--- src/rtl/pipeline_hazard_ctrl.sv ---
// rtl/pipeline_hazard_ctrl.sv - ID/EX hazard detection, stall/flush generation and HLT drain sequencing
//
// Optional feature macro: PIPE_PERF_CNT_EN (adds saturating stall/flush counters)
//
// Ports:
//   clk, rst_n                  clock (rising edge), asynchronous active-low reset
//   id_rr1_reg, id_rr2_reg      ID source registers
//   id_uses_rr1, id_uses_rr2    ID instruction reads the corresponding source
//   id_is_branch, id_br_taken   ID conditional branch (reads flags) and its resolution
//   id_halt                     ID instruction is HLT
//   ex_wr_reg, ex_mem_read      EX destination register, EX is a load
//   ex_flag_en                  EX instruction updates Z/V/N
//   stall_pc, stall_ifid        hold PC / IF-ID
//   bubble_idex, flush_ifid     NOP into ID/EX / replace IF-ID with NOP
//   halted, ctrl_state          core parked, FSM state (0=RUN 1=DRAIN 2=HALTED)
//   stall_cnt, flush_cnt        perf counters (PIPE_PERF_CNT_EN only)
module pipeline_hazard_ctrl #(
  parameter int REG_W        = 4,
  parameter int DRAIN_CYCLES = 3
`ifdef PIPE_PERF_CNT_EN
  , parameter int CNT_W      = 16
`endif
) (
  input  logic             clk,
  input  logic             rst_n,
  input  logic [REG_W-1:0] id_rr1_reg,
  input  logic [REG_W-1:0] id_rr2_reg,
  input  logic             id_uses_rr1,
  input  logic             id_uses_rr2,
  input  logic             id_is_branch,
  input  logic             id_br_taken,
  input  logic             id_halt,
  input  logic [REG_W-1:0] ex_wr_reg,
  input  logic             ex_mem_read,
  input  logic             ex_flag_en,
  output logic             stall_pc,
  output logic             stall_ifid,
  output logic             bubble_idex,
  output logic             flush_ifid,
  output logic             halted,
  output logic [1:0]       ctrl_state
`ifdef PIPE_PERF_CNT_EN
  , output logic [CNT_W-1:0] stall_cnt
  , output logic [CNT_W-1:0] flush_cnt
`endif
);

  localparam int DW = (DRAIN_CYCLES > 1) ? $clog2(DRAIN_CYCLES) : 1;

  typedef enum logic [1:0] {
    S_RUN    = 2'd0,
    S_DRAIN  = 2'd1,
    S_HALTED = 2'd2
  } state_t;

  state_t        state, state_nx;
  logic [DW-1:0] drain_cnt, drain_cnt_nx;
  logic          hz_ld, hz_fl, hazard;

  // Register 0 is hardwired zero, so a load targeting it can never create a dependency.
  assign hz_ld = ex_mem_read && (ex_wr_reg != '0) &&
                 ((id_uses_rr1 && (id_rr1_reg == ex_wr_reg)) ||
                  (id_uses_rr2 && (id_rr2_reg == ex_wr_reg)));
  assign hz_fl  = id_is_branch && ex_flag_en;
  assign hazard = hz_ld || hz_fl;

  always_ff @(posedge clk or negedge rst_n) begin
    if (!rst_n) begin
      state     <= S_RUN;
      drain_cnt <= '0;
    end else begin
      state     <= state_nx;
      drain_cnt <= drain_cnt_nx;
    end
  end

  always_comb begin
    state_nx     = state;
    drain_cnt_nx = drain_cnt;
    stall_pc     = 1'b0;
    stall_ifid   = 1'b0;
    bubble_idex  = 1'b0;
    flush_ifid   = 1'b0;
    case (state)
      S_RUN: begin
        if (hazard) begin
          // Branch/halt in ID waits; it is re-evaluated once the hazard clears.
          stall_pc    = 1'b1;
          stall_ifid  = 1'b1;
          bubble_idex = 1'b1;
        end else if (id_br_taken) begin
          flush_ifid = 1'b1;
        end else if (id_halt) begin
          // HLT itself moves into EX this edge; only fetch is frozen.
          state_nx     = S_DRAIN;
          drain_cnt_nx = DW'(DRAIN_CYCLES - 1);
          stall_pc     = 1'b1;
          stall_ifid   = 1'b1;
        end
      end
      S_DRAIN: begin
        stall_pc    = 1'b1;
        stall_ifid  = 1'b1;
        bubble_idex = 1'b1;
        if (drain_cnt == '0) state_nx = S_HALTED;
        else                 drain_cnt_nx = drain_cnt - DW'(1);
      end
      S_HALTED: begin
        stall_pc    = 1'b1;
        stall_ifid  = 1'b1;
        bubble_idex = 1'b1;
      end
      default: begin
        state_nx     = S_RUN;
        drain_cnt_nx = '0;
      end
    endcase
  end

  assign halted     = (state == S_HALTED);
  assign ctrl_state = state;

`ifdef PIPE_PERF_CNT_EN
  logic stall_inc, flush_inc;

  // Only RUN produces these events, so the counters freeze in DRAIN/HALTED.
  assign stall_inc = (state == S_RUN) && hazard;
  assign flush_inc = flush_ifid;

  always_ff @(posedge clk or negedge rst_n) begin
    if (!rst_n) begin
      stall_cnt <= '0;
      flush_cnt <= '0;
    end else begin
      if (stall_inc && (stall_cnt != '1)) stall_cnt <= stall_cnt + CNT_W'(1);
      if (flush_inc && (flush_cnt != '1)) flush_cnt <= flush_cnt + CNT_W'(1);
    end
  end
`endif

endmodule
--- config.mk ---
export PLATFORM = sky130hd
export DESIGN_NAME = pipeline_hazard_ctrl
export DESIGN_NICKNAME = d
export VERILOG_FILES = /design/src/rtl/pipeline_hazard_ctrl.sv
export SDC_FILE = /design/constraint.sdc
export NUM_CORES = 1
export LEC_CHECK = 0
export BUFFER_PORTS_ARGS = -buffer_cell sky130_fd_sc_hd__buf_2
export CORE_MARGIN = 2
export CORE_UTILIZATION = 35
export DETAILED_ROUTE_END_ITERATION = 12
export PLACE_DENSITY = 0.65
export SYNTH_ARGS = -nofsm -noshare
export SYNTH_HDL_FRONTEND = slang
export SYNTH_SLANG_ARGS = --single-unit
export TNS_END_PERCENT = 50
--- constraint.sdc ---
create_clock -name clk -period 2.1 [get_ports clk]
set_clock_uncertainty 0.2 [all_clocks]
set_input_delay 0.42 -clock clk [delete_from_list [all_inputs] [get_ports clk]]
set_output_delay 0.42 -clock clk [all_outputs]
set_load 0.1 [all_outputs]
==> impl_metrics.csv <==
group,metric,value,unit
floorplan,core.rowCount,14,
place,globalplace.congestion,0.7623,
logic_synthesis,synth_cell_types,29,
run_status,status,"complete, but fails checks",
logic_synthesis,syn_area,561.8,um^2
floorplan,num_io_pins,28,
sta,setup_slack,-0.3082,ns
routing,via_per_inst,5.235,
logic_synthesis,synth_seq_cells,4,
routing,wl_met3,85,um
sta,rsz0062_at_grt,"yes",
min_path,hp-class,"in -> async",
logic_synthesis,yosysWarnings,0,
routing,route.met2.wl,669,um
logic_synthesis,synthMuxAreaShare,0.02004,
routing,wl_per_cell,11.78,um
routing,drtIter0Drc,10,
cts,clk_latency,0.23,ns
global_routing,antenna_found_initial,0,
global_routing,grt_pass1_vias,531,
routing,finalWirelength,1355,um
worst_setup_path,arrival,1.79,ns
worst_setup_path,rr_startpoint,"ctrl_state[1]$_DFFE_PN0P_",
global_routing,grt_max_degree,10,
routing,ant_nets,0,
sta,min_period_over_period,1.147,
worst_setup_path,critPathKind,"in -> out",
cts,clk_pin_slew_worst_paths,0.04,ns
global_routing,gr-total-overflow,0,
routing,drt-met1-wl,600,um
sta,period_minus_slack,2.408,ns
routing,vias,602,
logic_synthesis,synth_top_area_cell,"dfrtp_1",
routing,routed.top_layer,"met3",
floorplan,core,0.001506,mm^2
cts,htree_levels,1,
floorplan,die_x,44.07,um
cts,cts-root-buf,"clkbuf_4",
logic_synthesis,synth_simple_gate_area_share,0.3118,
floorplan,start_util,0.3729,
worst_setup_path,rr_endpoint,"ctrl_state[0]$_DFFE_PN0P_",
cts,cts_tree,"yes",
logic_synthesis,synth_edf_count,0,
global_routing,grtUsageTotal,0.1578,
cells_and_area,diodes,0,
logic_synthesis,syn-num-nets,88,
logic_synthesis,synth_adder_area_share,0.1114,
logic_synthesis,async_flop_share,1.000,
worst_setup_path,worst_r2r_path_depth,6,
logic_synthesis,synth.area.top_cells,"dfrtp_1 (18%), ha_1 (11%), xor2_1 (9.4%)",
run,max_cap_viol_count,0,
cts,postCtsSetupBuffers,0,
logic_synthesis,synth_compound_area_frac,0.1938,
cts,cts_buffers,3,
place,io_buffers,27,
logic_synthesis,synth.avg_cell_area,9.061,um^2
floorplan,fp.dieH,44.07,um
worst_setup_path,worst-path-max-fanout,3,
sta,finalMaxSlewViolations,0,
logic_synthesis,synth_common_cells,"inv_1 (6), xor2_1 (6), ha_1 (5)",
global_routing,grt_pass1_wl,2235,um
worst_setup_path,endpoint_kind,"output pin",
sta,slew-limit-headroom,0.6782,
run_status,violations,"setup timing",
logic_synthesis,synth_top_family_by_area,"simple AND/OR/NAND/NOR gates",
logic_synthesis,synthXorXnorAreaFrac,0.1247,
routing,first_pass_iters,4,
sta,fmax,0.4153,GHz
cells_and_area,fill_cells,121,
worst_setup_path,crit_required,1.48,ns
cells_and_area,area_delta_synth_final,76.17,%
logic_synthesis,syn-instance-count,62,
worst_setup_path,worstSetupStartpoint,"ex_wr_reg[2]",
place,dp.final_hpwl,1206,um
worst_setup_path,startpoint_type,"primary input",
sta,hold_ws,0.3283,ns
sta,hold_viol_final,0,
sta,max_slew.worst_pin.slew,0.4861,ns
logic_synthesis,synth-seq-area-share,0.1782,
cells_and_area,fin_nets,127,
worst_setup_path,cp-endpoint,"flush_ifid",
worst_setup_path,ff2ff_setup_slack,0.13,ns
cts,cts_buffer_depth,2,
floorplan,die_area,0.001942,mm^2
cts,cts.sinks,4,
logic_synthesis,synth_top_cell_area_share,0.1782,
routing,drc,0,
cells_and_area,drive_above_1_share,0.5657,
sta,timing.final.setup_violations,4,
logic_synthesis,synth_ff_type,"dfrtp_1",
registers in the layout, indices dropped and copies added (netlist names):
name        cells
ctrl_state      2
drain_cnt       2
critical path, stage by stage:
cell and delay (ns):
buf_8 0.10, o41a_1 0.46, nand3_2 0.10, nor4_4 0.05
nor3_4 0.25, and3_4 0.23, buf_12 0.17
logic make-up after synthesis:
logic type                 after synthesis
AOI/OAI and AO/OA                       13
xor gates and xnor gates                 8
adders and majority gates                5
buffers and inverters                    8
DFF                                      4
muxes                                    1
and+or+nand+nor                         23
repair_timing:
| action | 4_1_cts | 5_1_grt |
|---|---|---|
| pin swaps | 6 | 3 |
| endpoints found under the hold margin | 4 | 0 |
| hold buffers | 1 | 0 |
| endpoints found under the setup margin | 4 | 5 |
| resized for setup | 5 | 6 |
cell type report:
cell class,count,area [um^2],share of cell area
clock buffers,3,22.52,0.02276
inverters,6,22.52,0.02276
multi-input cells,50,508.0,0.5133
flip-flops and latches,4,107.6,0.1087
well taps,16,20.02,0.02023
repair buffers,36,309.0,0.3123
cells in the final DEF, fill, tap and decap left out, drive strengths merged:
cell and instances:
a21boi 1, a21oi 1, a221oi 2, a311oi 3
and2 1, and3 2, buf 35, clkbuf 3
dfrtp 4, dlygate4sd3 1, ha 5, inv 6
mux2 1, nand2 2, nand2b 1, nand3 5
nand4 1, nor2 4, nor3 1, nor4 2
nor4b 1, o211ai 2, o21a 1, o221a 1
o31ai 1, o41a 1, or3 3, xnor2 2
xor2 6
worst min-delay path by stage:
stage | start | end | slack, ns | cells after the start
global route | rst_n | ctrl_state[0]$_DFFE_PN0P_ | 0.33 | 2
global placement | rst_n | drain_cnt[1]$_DFFE_PN0P_ | 0.02 | 1
floorplan | rst_n | drain_cnt[0]$_DFFE_PN0P_ | -0.08 | 0
detailed placement | rst_n | drain_cnt[1]$_DFFE_PN0P_ | 0.03 | 1
CTS | rst_n | ctrl_state[1]$_DFFE_PN0P_ | 0.32 | 2
finish | rst_n | ctrl_state[1]$_DFFE_PN0P_ | 0.33 | 2
layer usage:
layer,vias up,GRT usage
met5,-,0
met4,0,0.07273
met3,0,0.04490
met2,26,0.2500
met1,270,0.1980
li1,306,-
stage by stage:
step	TNS (ns)	setup WS, ns	util	instance area (um^2)	std cells
global placement	-1.397	-0.3767	0.6080	915.9	111
finish	-1.121	-0.3082	0.6570	989.7	115
detailed placement	-1.499	-0.4137	0.6080	915.9	111
floorplan	-2.557	-0.9301	-	659.4	62
global route	-1.357	-0.3642	0.6570	989.7	115
CTS	-1.211	-0.3312	0.6412	965.9	115
Power is not shown: default switching activity piles up to over one toggle a cycle in this logic, so the estimate is an artifact.
